### config.mk
export PLATFORM = sky130hd
export DESIGN_NAME = pll_lock_ctrl
export DESIGN_NICKNAME = d
export VERILOG_FILES = /design/src/rtl/pll_lock_ctrl.sv
export SDC_FILE = /design/constraint.sdc
export NUM_CORES = 1
export LEC_CHECK = 0
export BUFFER_PORTS_ARGS = -buffer_cell sky130_fd_sc_hd__buf_4
export CAP_MARGIN = 0
export CORE_MARGIN = 2
export CORE_UTILIZATION = 24
export DETAILED_ROUTE_END_ITERATION = 16
export PLACE_DENSITY_LB_ADDON = 0.25
export SETUP_SLACK_MARGIN = 0.4
export SYNTH_ARGS = -nofsm -noshare
export SYNTH_HDL_FRONTEND = slang
export SYNTH_SLANG_ARGS = --single-unit
### constraint.sdc
create_clock -name clk -period 3.7 [get_ports clk]
set_input_delay 0.37 -clock clk [delete_from_list [all_inputs] [get_ports clk]]
set_output_delay 0.37 -clock clk [all_outputs]
set_load 0.05 [all_outputs]
### src/rtl/pll_lock_ctrl.sv
// pll_lock_ctrl
//   Drives the PLL RST input and qualifies its LOCK output. Each attempt pulses
//   pll_rst for RST_CYCLES cycles. It then waits for lock. Lock must stay high
//   for STABLE_CYCLES consecutive cycles before the downstream domain is released.
//   An attempt that does not reach RUN within LOCK_TIMEOUT cycles is retried.
//   After MAX_RETRY retries the block parks in FAIL with the PLL held in reset.
//   A lock loss while running restarts the PLL and bumps a saturating loss counter.
//   This block runs on the free-running board clock, never on a PLL output.
//
// Ports
//   clk        in   free-running board clock
//   rst_n      in   synchronous reset, active-low
//   pll_lock   in   PLL LOCK, asynchronous to clk
//   restart    in   1-cycle pulse, forces a fresh PLL reset sequence
//   pll_rst    out  PLL RST, active-high (PLL_RST or FAIL)
//   dom_rst_n  out  reset for PLL-clocked logic, active-low (high only in RUN)
//   locked     out  high only in RUN
//   fail       out  high only in FAIL
//   retry_cnt  out  timeouts in the current sequence
//   loss_cnt   out  lock losses seen in RUN, saturating
module pll_lock_ctrl #(
  parameter int RST_CYCLES    = 16,
  parameter int LOCK_TIMEOUT  = 50000,
  parameter int STABLE_CYCLES = 1024,
  parameter int MAX_RETRY     = 3,
  parameter int CNT_W         = 8
) (
  input  logic                                                    clk,
  input  logic                                                    rst_n,
  input  logic                                                    pll_lock,
  input  logic                                                    restart,
  output logic                                                    pll_rst,
  output logic                                                    dom_rst_n,
  output logic                                                    locked,
  output logic                                                    fail,
  output logic [((MAX_RETRY > 0) ? $clog2(MAX_RETRY + 1) : 1)-1:0] retry_cnt,
  output logic [CNT_W-1:0]                                        loss_cnt
);

  localparam int RC_W = (RST_CYCLES    > 1) ? $clog2(RST_CYCLES)    : 1;
  localparam int TM_W = (LOCK_TIMEOUT  > 1) ? $clog2(LOCK_TIMEOUT)  : 1;
  localparam int SC_W = (STABLE_CYCLES > 1) ? $clog2(STABLE_CYCLES) : 1;
  localparam int RT_W = (MAX_RETRY     > 0) ? $clog2(MAX_RETRY + 1) : 1;

  localparam logic [RC_W-1:0] RC_LAST = RC_W'(RST_CYCLES - 1);
  localparam logic [TM_W-1:0] TM_LAST = TM_W'(LOCK_TIMEOUT - 1);
  localparam logic [SC_W-1:0] SC_LAST = SC_W'(STABLE_CYCLES - 1);
  localparam logic [RT_W-1:0] RT_MAX  = RT_W'(MAX_RETRY);

  typedef enum logic [2:0] {
    S_PLL_RST,
    S_WAIT_LOCK,
    S_STABLE,
    S_RUN,
    S_FAIL
  } state_t;

  function automatic logic [CNT_W-1:0] sat_inc(input logic [CNT_W-1:0] v);
    return (&v) ? v : v + CNT_W'(1);
  endfunction

  logic            r_lock_p0;
  logic            r_lock_p1;
  state_t          r_state;
  logic [RC_W-1:0] r_rst_cnt;
  logic [TM_W-1:0] r_timer;
  logic [SC_W-1:0] r_stable_cnt;
  logic [RT_W-1:0] r_retry_cnt;
  logic [CNT_W-1:0] r_loss_cnt;
  logic            r_pll_rst;
  logic            r_run;
  logic            r_fail;

  state_t          w_state_nxt;
  logic [RC_W-1:0] w_rst_cnt_nxt;
  logic [TM_W-1:0] w_timer_nxt;
  logic [SC_W-1:0] w_stable_nxt;
  logic [RT_W-1:0] w_retry_nxt;
  logic [CNT_W-1:0] w_loss_nxt;
  logic            w_timeout;
  logic            w_expire;

  // Stage p0/p1: two-flop synchroniser for the asynchronous LOCK input
  always_ff @(posedge clk) begin
    if (!rst_n) begin
      r_lock_p0 <= 1'b0;
      r_lock_p1 <= 1'b0;
    end else begin
      r_lock_p0 <= pll_lock;
      r_lock_p1 <= r_lock_p0;
    end
  end

  // Sequencer: next state and counters, decided from the synchronised lock
  always_comb begin
    w_state_nxt   = r_state;
    w_rst_cnt_nxt = r_rst_cnt;
    w_timer_nxt   = r_timer;
    w_stable_nxt  = r_stable_cnt;
    w_retry_nxt   = r_retry_cnt;
    w_loss_nxt    = r_loss_cnt;
    w_timeout     = (r_timer == TM_LAST);
    w_expire      = 1'b0;

    unique case (r_state)
      S_PLL_RST: begin
        // rst_cnt is only ever non-zero inside this state.
        if (r_rst_cnt == RC_LAST) begin
          w_state_nxt   = S_WAIT_LOCK;
          w_rst_cnt_nxt = '0;
          w_timer_nxt   = '0;
        end else begin
          w_rst_cnt_nxt = r_rst_cnt + RC_W'(1);
        end
      end
      S_WAIT_LOCK: begin
        if (w_timeout) begin
          w_expire = 1'b1;
        end else begin
          w_timer_nxt = r_timer + TM_W'(1);
          if (r_lock_p1) begin
            w_state_nxt  = S_STABLE;
            w_stable_nxt = '0;
          end
        end
      end
      S_STABLE: begin
        // Finishing qualification on the last allowed cycle still counts as success.
        if (r_lock_p1 && (r_stable_cnt == SC_LAST)) begin
          w_state_nxt = S_RUN;
          w_retry_nxt = '0;
        end else if (w_timeout) begin
          w_expire = 1'b1;
        end else begin
          // The attempt timer keeps running across a lock glitch.
          w_timer_nxt = r_timer + TM_W'(1);
          if (!r_lock_p1) begin
            w_state_nxt = S_WAIT_LOCK;
          end else begin
            w_stable_nxt = r_stable_cnt + SC_W'(1);
          end
        end
      end
      S_RUN: begin
        if (!r_lock_p1) begin
          w_loss_nxt  = sat_inc(r_loss_cnt);
          w_state_nxt = S_PLL_RST;
        end
      end
      S_FAIL: begin
      end
      default: begin
        w_state_nxt = S_PLL_RST;
      end
    endcase

    if (w_expire) begin
      if (r_retry_cnt == RT_MAX) begin
        w_state_nxt = S_FAIL;
      end else begin
        w_retry_nxt = r_retry_cnt + RT_W'(1);
        w_state_nxt = S_PLL_RST;
      end
    end

    // restart overrides everything except the loss count, which records
    // a loss seen in the same cycle and is only cleared by rst_n.
    if (restart) begin
      w_state_nxt   = S_PLL_RST;
      w_rst_cnt_nxt = '0;
      w_timer_nxt   = '0;
      w_stable_nxt  = '0;
      w_retry_nxt   = '0;
    end
  end

  // State register; outputs are registered decodes of the next state
  always_ff @(posedge clk) begin
    if (!rst_n) begin
      r_state      <= S_PLL_RST;
      r_rst_cnt    <= '0;
      r_timer      <= '0;
      r_stable_cnt <= '0;
      r_retry_cnt  <= '0;
      r_loss_cnt   <= '0;
      r_pll_rst    <= 1'b1;
      r_run        <= 1'b0;
      r_fail       <= 1'b0;
    end else begin
      r_state      <= w_state_nxt;
      r_rst_cnt    <= w_rst_cnt_nxt;
      r_timer      <= w_timer_nxt;
      r_stable_cnt <= w_stable_nxt;
      r_retry_cnt  <= w_retry_nxt;
      r_loss_cnt   <= w_loss_nxt;
      r_pll_rst    <= (w_state_nxt == S_PLL_RST) || (w_state_nxt == S_FAIL);
      r_run        <= (w_state_nxt == S_RUN);
      r_fail       <= (w_state_nxt == S_FAIL);
    end
  end

  assign pll_rst   = r_pll_rst;
  assign dom_rst_n = r_run;
  assign locked    = r_run;
  assign fail      = r_fail;
  assign retry_cnt = r_retry_cnt;
  assign loss_cnt  = r_loss_cnt;

endmodule

After elaboration in Yosys (flattened, before gate mapping)
Cells that the tools add are included.
- output and inout port bits: 14
- input port bits: 4
- bits in registers: 48
- word-level logic and storage cells: 75
- bitwise gates (word level): 3
- mux-type cells: 29
- add/subtract/negate cells: 5
- equal/unequal tests: 16
- reduce and logical (&&, ||, !) cells: 11
- operator list (operator ; number):
    two-way mux 10 bit ; 5
    two-way mux 16 bit ; 3
    one-hot mux 16 bit (3 select lines) ; 1
    two-way mux 3 bit ; 10
    one-hot mux 10 bit (2 select lines) ; 1
    adder 16 x 1 -> 16 bit, second input constant ; 1
    == test 16 bit, second input constant ; 1
    one-hot mux 3 bit (5 select lines) ; 1
    != test 2 bit, second input constant ; 6
    adder 10 x 1 -> 10 bit, second input constant ; 1
    == test 10 bit, second input constant ; 1
    == test 3 x 2 -> 1 bit, second input constant ; 3
    adder 8 x 1 -> 8 bit, second input constant ; 1
    two-way mux 2 bit ; 4
    AND reduction 8 bit ; 1
    == test 3 bit, second input constant ; 2
    logical NOT 3 bit ; 2
    AND reduction 3 bit ; 2
    AND reduction 6 bit ; 1
    adder 4 x 1 -> 4 bit, second input constant ; 1
    == test 4 bit, second input constant ; 1
    two-way mux 4 bit ; 1
    == test 3 x 1 -> 1 bit, second input constant ; 1
    inverter 1 bit ; 3
    9 further kinds ; 10

Longest topological paths before layout
- word-level depth: 8
- depth in mapped cells: 8
- depth with buffers taken out: 6

Worst setup path before layout
Ideal clock, no wire load.
- path kind: register to register
- start: register r_timer[0]
- end: register r_stable_cnt[0]
- cell stages (with the launch flop): 9
- data arrival time: 1786 ps
- slack: 1777 ps
- path buffers: 2
- cell sequence: dfxtp_1 -> ha_1 -> and3_1 -> buf_2 -> nand4_1 -> buf_2 -> nand3_1 -> o31ai_2 -> nor2_1
- longest elaborated chain between the ends: 3
- RTL lines (element ; RTL line ; text):
    start, declared ; 66 ; logic [TM_W-1:0] r_timer;
    start signal, assigned ; 192 ; r_timer <= w_timer_nxt;
    == test 16 bit (*) ; 102 ; w_timeout = (r_timer == TM_LAST);
    != test 2 bit (no source line) ; -- ;
    AND reduction 6 bit (no source line) (*) ; -- ;
    end signal, assigned ; 193 ; r_stable_cnt <= w_stable_nxt;
    end, declared ; 67 ; logic [SC_W-1:0] r_stable_cnt;
Mark *: on every way between the ends. The rest lies on a longest branch, timed or not.
A chain may end at the register's enable or synchronous reset.

Worst setup path after layout
- start: register r_state[0]
- end: register r_timer[13]
- longest elaborated chain between the ends: 3
- RTL lines (element ; RTL line ; text):
    start, declared ; 64 ; state_t r_state;
    start signal, assigned ; 190 ; r_state <= w_state_nxt;
    == test 3 x 2 -> 1 bit, or another cell as far along ; 105 ; unique case (r_state)
    != test 2 bit (no source line) / nonzero test 3 bit (equally long branches) ; -- ;
    AND reduction 3 bit (no source line) ; -- ;
Several ways; a longest one is shown, not always the timed one.

==> flow_summary.json <==
{
  "tns_ns": 0,
  "vias_per_cell": 4.81,
  "ys_seq_elements": 48,
  "grt_use_met3_pct": 2.47,
  "yosysTopAreaCell": "dfxtp_1",
  "hold_violations": 0,
  "cts_buffer_depth": 2,
  "track_usage_pct": 10.6,
  "portBuffers": 17,
  "wl_per_cell_um": 12.9,
  "initial_utilization_pct": 24.4,
  "slew_violations": 0,
  "areaGrowthSynthToFinish_pct": 14.2,
  "async_flop_share_pct": 0,
  "grt_overflow": 0,
  "pwr-share-comb_pct": 2.3,
  "p_per_area_nw_per_um2": 326,
  "rsz0062_at_grt": "false",
  "timing.final.crit_share_pct": 66.1,
  "cts_tree": "yes",
  "syn_inst": 288,
  "cts_resized": 0,
  "status": "finished, final reports clean",
  "ant_nets": 0,
  "p_total_uw": 926,
  "numCtsBuffers": 5,
  "yosysSeqAreaShare_pct": 38.6,
  "die_height_um": 106,
  "place_congestion": 0.778,
  "antenna_found_initial": 0,
  "insertion_delay_ns": 0.30,
  "instances_no_fill": 437,
  "clkSinkCount": 48,
  "worst_pin_slew_ns": 0.969,
  "netlist_top_cells_area": "dfxtp_1 (39%), xor2_1 (4.2%), a21oi_1 (3.6%), nand3_1 (3.6%), nand4_1 (3.3%)",
  "synth_cell_types": 51,
  "cp-end-kind": "flip-flop",
  "ir_worst_vdd_uv": 120,
  "grt_max_degree": 28,
  "yosysMostFrequentCell": "dfxtp_1",
  "sw_frac_of_total_pct": 21.6,
  "postCtsHoldBufs": 0,
  "min_path_type": "in2reg",
  "rows": 37,
  "post_cts_buffers": 0,
  "root_buffer": "clkbuf_8",
  "synth_flop_cell": "dfxtp_1",
  "htreeDepth": 2,
  "crit_type": "reg2reg",
  "p_seq_share_pct": 56.2,
  "synth_area_per_cell_um2": 8.64,
  "num_antenna_cells": 0,
  "whs_ns": 0.275,
  "critical_path_required_ns": 3.93,
  "dieArea_um2": 11200,
  "met2_usage_pct": 16.8,
  "synth_warnings": 0,
  "drc": 0,
  "dp_hpwl_mm": 3.98,
  "critPathMaxFanout": 27,
  "netlist_area_um2": 2490,
  "finalWirelength_mm": 5.64,
  "global_route.usage.met1_pct": 14.0,
  "setup_viol": 0,
  "dp.cells": 429,
  "leakage_uw": 0.000959,
  "io_pins": 18,
  "worst_setup_path_start_kind": "flip-flop",
  "core_area_um2": 10200,
  "synthTopCellsByCount": "dfxtp_1 (48), nand2_1 (21), nor2_1 (20), a21oi_1 (18), nand3_1 (18)",
  "maxSlewHeadroom_pct": 35.2,
  "p_sw_uw": 200,
  "final.min_clock_period_ns": 2.45,
  "synth_top_area_share_pct": 38.6,
  "grt.busiest_layer": "met2",
  "fmax_mhz": 409,
  "num_vias": 2104,
  "final_layout_size_suffix_gt1_share_pct": 13.6,
  "drtPass1Iterations": 4,
  "synth_edf_count": 0,
  "synth_nets": 297,
  "cap_viol_max_count": 0,
  "p_clk_share_pct": 41.5,
  "cts.clk_slew.worst_paths_ns": 0.09,
  "nets": 309,
  "cp_data_arrival_time_ns": 2.68,
  "drt_iter0_drc": 100,
  "grt_first_pass_wirelength_mm": 9.56,
  "reg2reg_slack_ns": 1.25,
  "grt_pass1_vias": 1960,
  "skew_ns": 0.00834,
  "p_int_uw": 726,
  "die_x_um": 106
}
-- registers in the layout, indices dropped and copies added, names as in the netlist --
name	count
dom_rst_n	1
fail	1
loss_cnt	8
pll_rst	1
r_lock_p0	1
r_lock_p1	1
r_rst_cnt	4
r_stable_cnt	10
r_state	3
r_timer	16
retry_cnt	2
-- kinds of logic after synthesis --
group,Yosys count,share of synthesized area (%)
simple gates,137,32.3
compound gates,58,15.6
flops,48,38.6
buf+inv,20,3.62
xor+xnor,15,5.28
mux,5,2.01
fa+ha+maj,5,2.51
-- final cells by class --
cell class | count | area (µm²)
well taps | 136 | 170
clock buffers | 5 | 68.8
inverters | 7 | 26.3
repair buffers | 18 | 135
flip-flops and latches | 48 | 961
fillers | 1118 | 7340
multi-input cells | 220 | 1440
clock inverters | 3 | 42.5
-- worst paths after layout --
kind	cells past startpoint	to	startpoint
worst min-delay path	2	r_lock_p0	pll_lock
worst min register to register	1	r_lock_p1	r_lock_p0
worst max register to register	5	r_timer[13]	r_state[0]
worst max-delay path	5	r_timer[13]	r_state[0]
-- power groups by stage --
stage | clock network (µW) | logic [µW] | registers [µW]
final | 384 | 21.4 | 520
after global routing | 422 | 24.7 | 521
after CTS | 402 | 22.0 | 521
after detailed placement | 0 | 21.9 | 532
after global placement | 0 | 21.6 | 533
after floorplan | 0 | 14.7 | 531
-- worst max-delay path, cell delays in order, from the launching register on --
cell	delay, ns
dfxtp_1	0.66
xnor2_1	0.27
a41oi_2	0.25
o211ai_2	0.41
or4_1	0.61
a31oi_1	0.16
-- cell usage in the layout (no fill, tap or decap), types with 2 or more instances in the layout --
| master | synthesis | layout |
|---|---|---|
| dfxtp_1 | 48 | 48 |
| nand2_1 | 21 | 21 |
| nor2_1 | 20 | 20 |
| nand3_1 | 18 | 18 |
| a21oi_1 | 18 | 18 |
| buf_4 | 2 | 18 |
| nand4_1 | 13 | 13 |
| o21ai_0 | 13 | 13 |
| xor2_1 | 12 | 12 |
| or3_1 | 11 | 11 |
| and2_1 | 9 | 9 |
| nor3_1 | 8 | 8 |
| inv_1 | 7 | 7 |
| and4_1 | 5 | 5 |
| nand2b_1 | 5 | 5 |
| o31ai_1 | 5 | 5 |
| or4_1 | 5 | 5 |
| mux2i_1 | 5 | 5 |
| ha_1 | 5 | 5 |
| clkbuf_8 | 0 | 5 |
| a31oi_1 | 4 | 4 |
| xnor2_1 | 3 | 3 |
| and3_1 | 3 | 3 |
| nor2b_1 | 3 | 3 |
| o41ai_1 | 3 | 3 |
| nor4_1 | 3 | 3 |
| nor4b_2 | 2 | 2 |
| or2_2 | 2 | 2 |
| a21boi_0 | 2 | 2 |
| o311ai_0 | 2 | 2 |
-- per-stage QoR --
stage / utilization [%] / instance area [µm²] / setup slack, ns
final: 27.9 / 2840 / 1.25
after global routing: 27.9 / 2840 / 0.982
after CTS: 27.9 / 2840 / 1.28
after floorplan: - / 2490 / 1.78
after global placement: 26.8 / 2730 / 1.38
after detailed placement: 26.8 / 2730 / 1.32
-- routing by layer --
metal  up-vias  wire length, µm
li1       1088                -
met1       976             2910
met5         -                0
met4         0               95
met2        35             2420
met3         5              220
Power figures use the tool's default switching activity.
